**src/rtl/ifq_pkg.sv**
```systemverilog
// rtl/ifq_pkg.sv - shared widths, queue entry type and fetch FSM states
package ifq_pkg;

    localparam int ADDR_W  = 16;
    localparam int INSTR_W = 16;

    typedef struct packed {
        logic [ADDR_W-1:0]  pc;
        logic [INSTR_W-1:0] instr;
    } ifq_entry_t;

    typedef enum logic [1:0] {
        IDLE = 2'd0,
        WAIT = 2'd1,
        DROP = 2'd2
    } ifq_state_t;

endpackage

```
**src/rtl/ifq_fifo.sv**
```systemverilog
// rtl/ifq_fifo.sv - circular buffer of fetched {pc, instr} pairs with flush
module ifq_fifo
    import ifq_pkg::*;
#(
    parameter int DEPTH = 4
) (
    input  logic                       clk,
    input  logic                       rst_n,
    input  logic                       push,
    input  ifq_entry_t                 push_data,
    input  logic                       pop,
    input  logic                       flush,
    output ifq_entry_t                 head,
    output logic [$clog2(DEPTH+1)-1:0] occupancy
);

    localparam int PTR_W = $clog2(DEPTH);
    localparam int CNT_W = $clog2(DEPTH+1);

    ifq_entry_t       mem [DEPTH];
    logic [PTR_W-1:0] rd_ptr;
    logic [PTR_W-1:0] wr_ptr;
    logic [CNT_W-1:0] count;

    // Pointers wrap for free because DEPTH is a power of two.
    always_ff @(posedge clk or negedge rst_n) begin
        if (!rst_n) begin
            rd_ptr <= '0;
            wr_ptr <= '0;
            count  <= '0;
            for (int i = 0; i < DEPTH; i++) begin
                mem[i] <= '0;
            end
        end else if (flush) begin
            rd_ptr <= '0;
            wr_ptr <= '0;
            count  <= '0;
        end else begin
            if (push) begin
                mem[wr_ptr] <= push_data;
                wr_ptr      <= wr_ptr + PTR_W'(1);
            end
            if (pop) begin
                rd_ptr <= rd_ptr + PTR_W'(1);
            end
            count <= count + CNT_W'(push) - CNT_W'(pop);
        end
    end

    assign head      = mem[rd_ptr];
    assign occupancy = count;

endmodule

```
**src/rtl/instr_fetch_queue.sv**
```systemverilog
// rtl/instr_fetch_queue.sv - decoupled fetch front end: PC, imem handshake, queue, redirect
// Optional zero-latency bypass of the empty queue when IFQ_BYPASS_EN is defined.
module instr_fetch_queue
    import ifq_pkg::*;
#(
    parameter int                DEPTH    = 4,
    parameter logic [ADDR_W-1:0] RESET_PC = 16'h0000
) (
    input  logic                       clk,
    input  logic                       Clear_n,
    output logic                       imem_req,
    output logic [ADDR_W-1:0]          imem_addr,
    input  logic                       imem_ack,
    input  logic [INSTR_W-1:0]         imem_rdata,
    input  logic                       redirect,
    input  logic [ADDR_W-1:0]          redirect_pc,
    output logic                       out_valid,
    output logic [INSTR_W-1:0]         out_instr,
    output logic [ADDR_W-1:0]          out_pc,
    input  logic                       out_ready,
    output logic [$clog2(DEPTH+1)-1:0] occupancy
);

    localparam int CNT_W = $clog2(DEPTH+1);

    ifq_state_t        state_q, state_d;
    logic [ADDR_W-1:0] fetch_pc_q, fetch_pc_d;
    logic [ADDR_W-1:0] addr_q, addr_d;
    ifq_entry_t        head;
    logic              fifo_valid;
    logic              fifo_push;
    logic              fifo_pop;
    logic              bypass;
    logic [CNT_W-1:0]  occ_post;
    logic              space;

    assign fifo_valid = (occupancy != '0);

`ifdef IFQ_BYPASS_EN
    assign bypass    = (occupancy == '0) && (state_q == WAIT) && imem_ack && !redirect;
    assign out_valid = fifo_valid | bypass;
    assign out_instr = bypass ? imem_rdata : head.instr;
    assign out_pc    = bypass ? addr_q : head.pc;
`else
    assign bypass    = 1'b0;
    assign out_valid = fifo_valid;
    assign out_instr = head.instr;
    assign out_pc    = head.pc;
`endif

    // A bypassed word that the core takes this cycle never enters storage.
    assign fifo_pop  = fifo_valid && out_ready && !redirect;
    assign fifo_push = (state_q == WAIT) && imem_ack && !redirect && !(bypass && out_ready);
    assign occ_post  = occupancy + CNT_W'(fifo_push) - CNT_W'(fifo_pop);
    assign space     = (occ_post < CNT_W'(DEPTH));

    always_comb begin
        state_d    = state_q;
        fetch_pc_d = fetch_pc_q;
        addr_d     = addr_q;
        case (state_q)
            IDLE: begin
                if (redirect) begin
                    fetch_pc_d = redirect_pc;
                end else if (space) begin
                    state_d    = WAIT;
                    addr_d     = fetch_pc_q;
                    fetch_pc_d = fetch_pc_q + 16'd1;
                end
            end
            WAIT: begin
                if (redirect) begin
                    fetch_pc_d = redirect_pc;
                    state_d    = imem_ack ? IDLE : DROP;
                end else if (imem_ack) begin
                    if (space) begin
                        addr_d     = fetch_pc_q;
                        fetch_pc_d = fetch_pc_q + 16'd1;
                    end else begin
                        state_d = IDLE;
                    end
                end
            end
            DROP: begin
                if (redirect) begin
                    fetch_pc_d = redirect_pc;
                end
                if (imem_ack) begin
                    state_d = IDLE;
                end
            end
            default: state_d = IDLE;
        endcase
    end

    always_ff @(posedge clk or negedge Clear_n) begin
        if (!Clear_n) begin
            state_q    <= IDLE;
            fetch_pc_q <= RESET_PC;
            addr_q     <= RESET_PC;
        end else begin
            state_q    <= state_d;
            fetch_pc_q <= fetch_pc_d;
            addr_q     <= addr_d;
        end
    end

    assign imem_req  = (state_q != IDLE);
    assign imem_addr = addr_q;

    ifq_fifo #(
        .DEPTH(DEPTH)
    ) u_fifo (
        .clk      (clk),
        .rst_n    (Clear_n),
        .push     (fifo_push),
        .push_data('{pc: addr_q, instr: imem_rdata}),
        .pop      (fifo_pop),
        .flush    (redirect),
        .head     (head),
        .occupancy(occupancy)
    );

endmodule
```
**config.mk**
```make
export PLATFORM = sky130hd
export DESIGN_NAME = instr_fetch_queue
export DESIGN_NICKNAME = d
export VERILOG_FILES = /design/src/rtl/ifq_pkg.sv /design/src/rtl/ifq_fifo.sv /design/src/rtl/instr_fetch_queue.sv
export SDC_FILE = /design/constraint.sdc
export NUM_CORES = 1
export LEC_CHECK = 0
export ABC_AREA = 1
export ABC_CLOCK_PERIOD_IN_PS = 6920
export BUFFER_PORTS_ARGS = -buffer_cell sky130_fd_sc_hd__buf_2
export CAP_MARGIN = 40
export CORE_MARGIN = 3
export CORE_UTILIZATION = 31
export CTS_CLUSTER_DIAMETER = 200
export DETAILED_ROUTE_END_ITERATION = 7
export GPL_ROUTABILITY_DRIVEN = 0
export HOLD_SLACK_MARGIN = 0.08
export PLACE_DENSITY_LB_ADDON = 0.15
export SKIP_LAST_GASP = 1
export SLEW_MARGIN = 5
export SYNTH_ARGS = -nofsm -noshare
export SYNTH_HDL_FRONTEND = slang
export SYNTH_SLANG_ARGS = --single-unit
```
**constraint.sdc**
```tcl
create_clock -name clk -period 6.92 [get_ports clk]
set_input_delay 2.076 -clock clk [delete_from_list [all_inputs] [get_ports clk]]
set_output_delay 2.076 -clock clk [all_outputs]
set_load 0.03 [all_outputs]
```
==> impl_metrics.toml <==
[run_status]
outcome = "completed"

[yosys]
ys_warn_count = 0
syn-mean-instance-area_sq_um = 8.49
synthTopCellsByCount = "nand2_1, o21ai_0, dfrtp_1, nor2_1, inv_1"
synth_nets = 975
syn_area_sq_um = 7900
synth_area_leaders = "dfrtp_1, o21ai_0, nand2_1, nor2_1, inv_1"
synth_edf_count = 0
ys_async_sr_fraction_pct = 100
yosysTopAreaCellShare_pct = 53.5
synth_most_common_cell = "nand2_1"
synth_ff_type = "dfrtp_1"
yosysUniqueCellTypes = 32
synth_top_cell_by_area = "dfrtp_1"
synth_seq_cells = 169
ys_seq_area_share_pct = 53.5
postSynthCellCount = 930

[cells_and_area]
layout-drive-gt1-share_pct = 15.1
final_cells = 1331
num_antenna_cells = 0
nets = 1039
area_growth_syn_to_layout_pct = 14.6

[pwr]
vdd_ir_drop_max_uv = 238
power_switching_mw = 1.82
combPwrFrac_pct = 41.0
seq_power_share_pct = 36.7
power.static_leakage_nw = 4.46
power.share.clock_pct = 22.3
internal_power_mw = 2.30
switching_share_pct = 44.1
power.density_nw_per_um2 = 455

[sta]
skew_ps = 13.6
fmax_ghz = 0.215
slew_headroom_pct = 47.7
final.setup.tns_ps = 0
fin_crit_sh_pct = 67.3
setup_viol = 0
hold_viol = 0
worst_hold_slack_ps = 477
min_period_ps = 4650
slew_viol_final = 0
tightest_slew_ps = 784
rsz0062_at_grt = "no"

[floorplan]
coreArea_sq_um = 24700
dieArea_sq_um = 27400
die_w_um = 166
initial_core_util_pct = 32.0
row_count = 57
ioPinCount = 90
die_h_um = 166

[global_routing]
grt_pass1_vias = 6046
grt_pass1_wl_um = 33000
grt_max_degree = 73
grt_antenna_before_repair = 0
grt_usage_pct = 14.7
grt_remaining_overflow = 0

[critical_path]
critPathArrivalTime_ps = 2580
cp_data_required_time_ps = 4840
cp-start-kind = "flip-flop"
endpoint_kind = "primary output"
rr_worst_depth = 17
critPathKind = "reg2out"
crit_fanout = 33
r2r_setup_slack_ps = 3710

[routing]
wl_met1_um = 9870
drt-wirelength-per-cell_um = 15.0
top_layer = "met4"
drtIter0Drc = 390
dr_wl_met3_um = 873
drc = 0
viasPerCell = 4.68
wl_um = 20000
wl_met2_um = 9080
drtPass1Iterations = 6
vias = 6233
ant_nets = 0

[cts]
numCtsBuffers = 17
post_cts_buffers = 0
cts.htree.levels = 4
path_clk_slew_ps = 70
cts-root-buf = "clkbuf_16"
clock_sinks = 169
clock_latency_ps = 430
cts_buffer_depth = 2
postCtsResizedCells = 0
postCtsHoldBufs = 0
cts_tree = "built"

[worst_hold_path]
hp-class = "reg2reg"
holdPathStages = 2

[placed_design]
io_buffers = 89
dp_hpwl_um = 12400
dpl.cell_count = 1299

[run]
maxCapViolations = 0
-- layout by cell type, fill, tap and decap left out, drive strengths merged --
| master | instances |
|---|---|
| a21oi | 10 |
| and2 | 1 |
| buf | 96 |
| bufinv | 1 |
| clkbuf | 19 |
| clkinv | 5 |
| clkinvlp | 4 |
| dfrtp | 169 |
| fa | 1 |
| ha | 7 |
| inv | 76 |
| mux2i | 4 |
| nand2 | 221 |
| nand3 | 17 |
| nand4 | 10 |
| nor2 | 99 |
| nor3 | 1 |
| o21ai | 224 |
| o22ai | 33 |
| or2 | 5 |
| xor2 | 4 |
-- area by class of cell --
type	instances	area (sq um)
fillers	2689	15600
clock buffers	19	443
well taps	324	405
clock inverters	13	119
repair buffers	96	524
inverters	73	274
multi-input cells	637	3060
flip-flops and latches	169	4230
-- power groups by stage --
| stage | registers, mW | clock network [mW] | logic [mW] |
|---|---|---|---|
| final | 1.51 | 0.919 | 1.69 |
| after global routing | 1.56 | 0.987 | 1.90 |
| after CTS | 1.51 | 0.948 | 1.73 |
| after detailed placement | 1.53 | 0 | 1.73 |
| after global placement | 1.53 | 0 | 1.71 |
| after floorplan | 1.56 | 0 | 1.18 |
-- per-layer routing --
metal  track usage (%)  up-vias
li1                  -     3177
met1              20.5     2927
met2              23.4      112
met3              3.22       17
met4              3.80        0
met5                 0        -
-- cell families after synthesis --
kind of cell	count (synthesis)	share of synthesized area, %
buffers and inverters	124	7.75
XOR/XNOR	4	0.444
AND/OR/NAND/NOR	354	18.8
multiplexers	4	0.507
AO/OA/AOI/OAI	267	17.6
adder cells (fa/ha/maj)	8	1.36
flip-flops	169	53.5
-- registers in the layout (all words and copies together) (netlist names) --
signal            cells
u_fifo.wr_ptr         2
u_fifo.rd_ptr         2
u_fifo.occupancy      3
imem_addr            16
state_q               2
fetch_pc_q           16
u_fifo.mem          128
-- final timing paths --
check | startpoint | endpoint
max reg2reg | u_fifo.occupancy[1] | imem_addr[0]
min in group asynchronous | Clear_n | u_fifo.mem[6]
min reg2reg | u_fifo.mem[78] | u_fifo.mem[78]
max | u_fifo.rd_ptr[1] | out_pc[8]
max in group asynchronous | Clear_n | u_fifo.mem[31]
min | u_fifo.mem[78] | u_fifo.mem[78]
-- metrics by stage --
stage	total power [mW]	area (sq um)	util [%]	setup slack [ps]
5_1_grt	4.44	9050	36.7	2050
3_3_place_gp	3.24	8460	34.3	2260
2_1_floorplan	2.74	7900	-	2850
3_5_place_dp	3.26	8490	34.4	2130
6_report	4.12	9050	36.7	2270
4_1_cts	4.19	9050	36.7	2170
-- critical path, cell delays in order, from the launching register on --
cell     delay, ps
dfrtp_1        360
buf_4          260
inv_1          500
buf_4          370
o21ai_0        130
o22ai_1        260
buf_2          260
(Power assumes the default switching activity.)
